$ cat src/rtl/fft_pkg.sv
// Shared definitions for the in-place radix-2 FFT address generator:
// controller state encoding plus the bit-reverse, zero-insert and
// twiddle-index helpers. Helpers work on MAX_LOG2-bit vectors and take
// the active width as an argument, so callers truncate the result.
package fft_pkg;

    localparam int MAX_LOG2 = 10;

    typedef enum logic [2:0] {
        IDLE,
        LOAD,
        RUN,
        STAGE_WAIT,
        FIN
    } fft_state_t;

    // Reverse the lowest n bits of v; the bits above n come back as zero.
    function automatic logic [MAX_LOG2-1:0] bit_reverse(input logic [MAX_LOG2-1:0] v,
                                                        input int n);
        logic [MAX_LOG2-1:0] r;
        r = '0;
        for (int i = 0; i < MAX_LOG2; i++) begin
            if (i < n) begin
                r[n-1-i] = v[i];
            end
        end
        return r;
    endfunction

    // Open a zero at bit position pos: bits below pos stay, bits at or
    // above pos move up by one. This turns a butterfly index into the
    // address of the top element of the pair.
    function automatic logic [MAX_LOG2-1:0] insert_zero(input logic [MAX_LOG2-1:0] j,
                                                        input int pos);
        logic [MAX_LOG2-1:0] r;
        r = '0;
        r[0] = (pos == 0) ? 1'b0 : j[0];
        for (int i = 1; i < MAX_LOG2; i++) begin
            if (i < pos) begin
                r[i] = j[i];
            end else if (i > pos) begin
                r[i] = j[i-1];
            end
        end
        return r;
    endfunction

    // Twiddle exponent for butterfly j in stage s of an n-bit FFT:
    // (j mod 2^s) shifted up by n-1-s.
    function automatic logic [MAX_LOG2-1:0] twiddle_index(input logic [MAX_LOG2-1:0] j,
                                                          input int s,
                                                          input int n);
        logic [MAX_LOG2-1:0] r;
        r = '0;
        for (int i = 0; i < MAX_LOG2; i++) begin
            if (i < s) begin
                r[i + n - 1 - s] = j[i];
            end
        end
        return r;
    endfunction

endpackage

$ cat src/rtl/fft_delay_line.sv
// Fixed-depth shift register with synchronous clear. Carries the
// read-side strobe and addresses forward to the write-back side.
module fft_delay_line #(
    parameter int WIDTH = 1,
    parameter int DEPTH = 1
) (
    input  logic             clk,
    input  logic             clr,
    input  logic [WIDTH-1:0] din,
    output logic [WIDTH-1:0] dout
);

    logic [WIDTH-1:0] taps [DEPTH];

    // Shift one tap per clock; clear empties the whole line at once.
    always_ff @(posedge clk) begin
        if (clr) begin
            for (int i = 0; i < DEPTH; i++) begin
                taps[i] <= '0;
            end
        end else begin
            taps[0] <= din;
            for (int i = 1; i < DEPTH; i++) begin
                taps[i] <= taps[i-1];
            end
        end
    end

    assign dout = taps[DEPTH-1];

endmodule

$ cat src/rtl/fft_addr_gen.sv
// Address generator for an in-place radix-2 FFT over N = 2^N_LOG2 points.
// Walks N_LOG2 stages of N/2 butterflies, pausing PIPE_LAT cycles between
// stages so the last write of a stage lands before the next stage reads.
// Optional macro FFT_AG_BITREV_EN adds a bit-reversed load phase with
// outputs LOAD_ADDR / LOAD_VALID ahead of stage 0.
module fft_addr_gen
    import fft_pkg::*;
#(
    parameter int N_LOG2   = 4,
    parameter int PIPE_LAT = 2
) (
    input  logic                        CLK,
    input  logic                        RST,
    input  logic                        START,
    input  logic                        STALL,
    output logic                        BUSY,
    output logic                        DONE,
    output logic [N_LOG2-1:0]           ADDRA,
    output logic [N_LOG2-1:0]           ADDRB,
    output logic [N_LOG2-2:0]           TW_IDX,
    output logic [$clog2(N_LOG2)-1:0]   STAGE,
    output logic                        BFLY_VALID,
    output logic                        WR_EN,
    output logic [N_LOG2-1:0]           WR_ADDRA,
    output logic [N_LOG2-1:0]           WR_ADDRB
`ifdef FFT_AG_BITREV_EN
    ,
    output logic [N_LOG2-1:0]           LOAD_ADDR,
    output logic                        LOAD_VALID
`endif
);

    localparam int N    = 1 << N_LOG2;
    localparam int HALF = N / 2;
    localparam int JW   = N_LOG2 - 1;
    localparam int SW   = $clog2(N_LOG2);
    localparam int WCW  = $clog2(PIPE_LAT + 1);
    localparam int DW   = 1 + 2 * N_LOG2;

    fft_state_t      state, state_n;
    logic [JW-1:0]   j, j_n;
    logic [WCW-1:0]  wait_cnt, wait_n;
    logic [SW-1:0]   stage_n;
    logic            busy_n, done_n, valid_n;
    logic [N_LOG2-1:0] addra_n, addrb_n;
    logic [JW-1:0]   tw_n;

    logic [N_LOG2-1:0] ins_addr;
    logic [N_LOG2-1:0] span;
    logic [JW-1:0]     tw_calc;
    logic [DW-1:0]     dly_out;

`ifdef FFT_AG_BITREV_EN
    logic [N_LOG2-1:0] load_cnt, load_cnt_n;
    logic [N_LOG2-1:0] load_addr_n;
    logic              load_valid_n;
    logic [N_LOG2-1:0] rev_addr;

    assign rev_addr = N_LOG2'(bit_reverse(MAX_LOG2'(load_cnt), N_LOG2));
`endif

    assign ins_addr = N_LOG2'(insert_zero(MAX_LOG2'(j), int'(STAGE)));
    assign span     = N_LOG2'(1) << STAGE;
    assign tw_calc  = JW'(twiddle_index(MAX_LOG2'(j), int'(STAGE), N_LOG2));

    // Next-state and next-output decode for the sequencing FSM.
    always_comb begin
        state_n = state;
        j_n     = j;
        wait_n  = wait_cnt;
        stage_n = STAGE;
        busy_n  = BUSY;
        done_n  = 1'b0;
        valid_n = 1'b0;
        addra_n = ADDRA;
        addrb_n = ADDRB;
        tw_n    = TW_IDX;
`ifdef FFT_AG_BITREV_EN
        load_cnt_n   = load_cnt;
        load_addr_n  = LOAD_ADDR;
        load_valid_n = 1'b0;
`endif
        unique case (state)
            IDLE: begin
                if (START) begin
                    busy_n  = 1'b1;
                    j_n     = '0;
                    wait_n  = '0;
                    stage_n = '0;
`ifdef FFT_AG_BITREV_EN
                    load_cnt_n = '0;
                    state_n    = LOAD;
`else
                    state_n    = RUN;
`endif
                end
            end
`ifdef FFT_AG_BITREV_EN
            LOAD: begin
                if (!STALL) begin
                    load_valid_n = 1'b1;
                    load_addr_n  = rev_addr;
                    load_cnt_n   = load_cnt + N_LOG2'(1);
                    if (load_cnt == N_LOG2'(N - 1)) begin
                        load_cnt_n = '0;
                        state_n    = RUN;
                    end
                end
            end
`endif
            RUN: begin
                if (!STALL) begin
                    valid_n = 1'b1;
                    addra_n = ins_addr;
                    addrb_n = ins_addr + span;
                    tw_n    = tw_calc;
                    if (j == JW'(HALF - 1)) begin
                        j_n     = '0;
                        wait_n  = '0;
                        state_n = STAGE_WAIT;
                    end else begin
                        j_n = j + JW'(1);
                    end
                end
            end
            STAGE_WAIT: begin
                if (wait_cnt == WCW'(PIPE_LAT - 1)) begin
                    wait_n = '0;
                    if (STAGE == SW'(N_LOG2 - 1)) begin
                        state_n = FIN;
                    end else begin
                        stage_n = STAGE + SW'(1);
                        state_n = RUN;
                    end
                end else begin
                    wait_n = wait_cnt + WCW'(1);
                end
            end
            FIN: begin
                done_n  = 1'b1;
                busy_n  = 1'b0;
                stage_n = '0;
                state_n = IDLE;
            end
            default: begin
                state_n = IDLE;
            end
        endcase
    end

    // State, counters and every output are registered here.
    always_ff @(posedge CLK) begin
        if (RST) begin
            state      <= IDLE;
            j          <= '0;
            wait_cnt   <= '0;
            STAGE      <= '0;
            BUSY       <= 1'b0;
            DONE       <= 1'b0;
            BFLY_VALID <= 1'b0;
            ADDRA      <= '0;
            ADDRB      <= '0;
            TW_IDX     <= '0;
`ifdef FFT_AG_BITREV_EN
            load_cnt   <= '0;
            LOAD_ADDR  <= '0;
            LOAD_VALID <= 1'b0;
`endif
        end else begin
            state      <= state_n;
            j          <= j_n;
            wait_cnt   <= wait_n;
            STAGE      <= stage_n;
            BUSY       <= busy_n;
            DONE       <= done_n;
            BFLY_VALID <= valid_n;
            ADDRA      <= addra_n;
            ADDRB      <= addrb_n;
            TW_IDX     <= tw_n;
`ifdef FFT_AG_BITREV_EN
            load_cnt   <= load_cnt_n;
            LOAD_ADDR  <= load_addr_n;
            LOAD_VALID <= load_valid_n;
`endif
        end
    end

    fft_delay_line #(
        .WIDTH(DW),
        .DEPTH(PIPE_LAT)
    ) u_wb_delay (
        .clk (CLK),
        .clr (RST),
        .din ({BFLY_VALID, ADDRA, ADDRB}),
        .dout(dly_out)
    );

    assign {WR_EN, WR_ADDRA, WR_ADDRB} = dly_out;

endmodule

$ cat config.mk
export PLATFORM = sky130hd
export DESIGN_NAME = fft_addr_gen
export DESIGN_NICKNAME = d
export VERILOG_FILES = /design/src/rtl/fft_pkg.sv /design/src/rtl/fft_delay_line.sv /design/src/rtl/fft_addr_gen.sv
export SDC_FILE = /design/constraint.sdc
export NUM_CORES = 1
export LEC_CHECK = 0
export ABC_AREA = 1
export CAP_MARGIN = 30
export CELL_PAD_IN_SITES_DETAIL_PLACEMENT = 1
export CELL_PAD_IN_SITES_GLOBAL_PLACEMENT = 2
export CORE_MARGIN = 4
export CORE_UTILIZATION = 30
export CTS_CLUSTER_DIAMETER = 60
export CTS_CLUSTER_SIZE = 16
export DETAILED_ROUTE_END_ITERATION = 6
export PLACE_DENSITY = 0.79
export SLEW_MARGIN = 20
export SYNTH_ARGS = -nofsm -noshare
export SYNTH_HDL_FRONTEND = slang
export SYNTH_HIERARCHICAL = 1
export SYNTH_SLANG_ARGS = --single-unit
$ cat constraint.sdc
create_clock -name CLK -period 2.3 [get_ports CLK]
set_input_delay 0.46 -clock CLK [delete_from_list [all_inputs] [get_ports CLK]]
set_output_delay 0.46 -clock CLK [all_outputs]
set_load 0.03 [all_outputs]
==> metrics.txt <==
status=finished clean; Hold-fix buffers, CTS=0; Final Critical Period=2.050 ns; max cap viols=0; CTS tree=built; sequential area share after synthesis=0.4224; Comb power frac=0.199; CP Cell Sequence=clkdlybuf4s50_1; Sw Ratio=0.3251; sum of negative setup slack=0 ns; initial antenna violation count=0; pwr dens=706.3 nW/um^2; CP arrival=1.59 ns; Flop pwr share=0.495; ys flop type=dfxtp_1; Vias/cell=4.402; area of the core=6386 um^2; Hold Crit Class=register to register; synth-to-layout area growth=17.47%; Hold Worst Slack=0.4090 ns; # fillers=769; cts repair resizes=0; ranking of synthesized cells by area=dfxtp_1, nor2_1, ha_1; Syn Area/Cell=8.092 um^2; Largest stage delay, worst path=0.74 ns; Netlist Area Pre-Place=1991 um^2; CP delay by family, top=buffers and inverters; P_sw=537.0 uW; Setup Buffers After CTS=0; DR WL/cell=11.74 um; crit path buf inv count=1; reg2reg start=STAGE[0]; Vias=1523; clk root buf=clkbuf_8; die area=8003 um^2; Worst EP required=1.84 ns; slowest CP cell=clkdlybuf4s50_1; fraction of final layout cells sized beyond drive strength 1=0.1190; asr flop ratio synth=0; CTS buffer count=5; post-synth top area share=0.4224; Clock Sinks=42; Rows=29; Leak=0.0009783 uW; CTS clk-pin slew, worst paths=0.09 ns; register area=842.1 um^2; Reg2Reg Depth=8; Worst Path Max Fanout=11; Hold Crit Depth=2; critical path class=register to output port; Ant. Diodes=0; Synthesis Warnings=6; die span in x=89.46 um; part of the cycle the worst path needs=0.8912; RSZ-0062 raised after global routing=false; final net count=284; 1st-pass router iterations=3; Yosys reg bits=42; Startpoint Class=register; post-synth top area cell=dfxtp_1; endpoint type of the worst setup path=output port; f_max=0.4878 GHz; Worst R2R Setup Slack=0.33 ns; first-pass GRT wire length=7.010 mm; Worst path depth=1; vias in the first global route=1461; area occupied by multi-input gates=868.3 um^2; total gr overflow=0; cell-internal power=1115 uW; die height=89.46 um; Worst Skew=0.004169 ns; Max VDD drop=0.2472 mV; io pins=29; first element of the critical path=STAGE[1]; DRC=0; clk buf depth=2; Hold Vio Cnt, Final=0; Yosys cell types=30; Final HPWL DP=3.051 mm; Total Wirelength=4.063 mm; Mapped Cells=246; pin count of the biggest net entering global routing=24; level count of the clock H-tree=2; worst hold start=u_wb_delay/taps[0][1]; # setup viols final=0; Max Slew Vio Count=0; fin util=0.3662; Clock power frac=0.306; Total GRT Usage=0.1143; Synthesized Nets=262; Port-buffer cells=28; remaining antenna violation count=0; DRT iter0 DRCs=55; starting density of the core=0.3117; GP Congestion=0.7985; Clock Latency Late Sink=0.30 ns; EDFF count, synth=0
## synthesized netlist by cell type (all sizes together) (2+ instances only)
library cell,instances
a21oi,13
buf,15
dfxtp,42
ha,11
inv,38
nand2,37
nand3,15
nand4,2
nor2,49
nor3,3
o21ai,14
xor2,2
## layout make-up
| class | instances | area share |
|---|---|---|
| Clock buffer | 5 | 0.02943 |
| Clock inverter | 3 | 0.01070 |
| Inverter | 38 | 0.06100 |
| Multi-Input combinational cell | 151 | 0.3713 |
| Sequential cell | 42 | 0.3601 |
| Tap cell | 77 | 0.04120 |
| Timing Repair Buffer | 30 | 0.1263 |
## worst paths after layout
| kind | endpoint |
|---|---|
| hold reg to reg | u_wb_delay/taps[0][10] |
| setup / recovery | STAGE[1] |
| setup reg to reg | ADDRB[3] |
| hold / removal | u_wb_delay/taps[0][10] |
## stage by stage
step,std cells,setup slack (ns),cell area (um^2),total power (uW)
3_5_place_dp,338,0.2255,2243,1169
4_1_cts,346,0.2034,2337,1678
6_report,346,0.2502,2338,1652
2_1_floorplan,246,0.1755,1991,1075
5_1_grt,346,0.1113,2338,1760
3_3_place_gp,338,0.3013,2243,1164
## cell families (layout without fill, tap and decap cells)
kind of cell,Yosys count,in the layout,share of synthesized area
simple gates,106,106,0.2583
buf+inv,53,76,0.1414
flops,42,42,0.4224
compound gates,30,30,0.08801
fa+ha+maj,12,12,0.07919
xor+xnor,2,2,0.008801
other cells,1,1,0.001884
## power groups by stage
| stage | clock [uW] | combinational [uW] | sequential, uW |
|---|---|---|---|
| 5_1_grt | 557 | 377 | 827 |
| 4_1_cts | 524 | 335 | 818 |
| 3_3_place_gp | 0 | 331 | 833 |
| 3_5_place_dp | 0 | 335 | 835 |
| 6_report | 506 | 328 | 817 |
| 2_1_floorplan | 0 | 216 | 859 |
## layer usage
layer,global-route usage,part of all wire
met1,0.1431,0.48
met2,0.1849,0.46
met3,0.02765,0.031
met5,0,0
met4,0.05277,0.020
## state kept, by name (all words and copies together), names as in the netlist
register and count:
j 3, BFLY_VALID 1, DONE 1, ADDRA 4, wait_cnt 2, ADDRB 4
state 3, TW_IDX 3, STAGE 2, BUSY 1, u_wb_delay/taps 18
## layout by cell type, fill, tap and decap left out, types with 2 or more instances in the layout
| master | instances |
|---|---|
| nor3_1 | 2 |
| clkbuf_8 | 5 |
| buf_4 | 2 |
| o21ai_0 | 8 |
| a21oi_1 | 10 |
| ha_1 | 11 |
| dfxtp_1 | 41 |
| clkdlybuf4s50_1 | 28 |
| nor2_1 | 45 |
| o21ai_1 | 4 |
| nor2_4 | 3 |
| a21oi_2 | 3 |
| nand2_4 | 4 |
| nand3_1 | 13 |
| inv_2 | 3 |
| nand4_1 | 2 |
| nand2_2 | 2 |
| inv_1 | 35 |
| xor2_1 | 2 |
| o21ai_2 | 2 |
| nand2_1 | 31 |
Note: power is estimated with default switching activity, not from simulation.
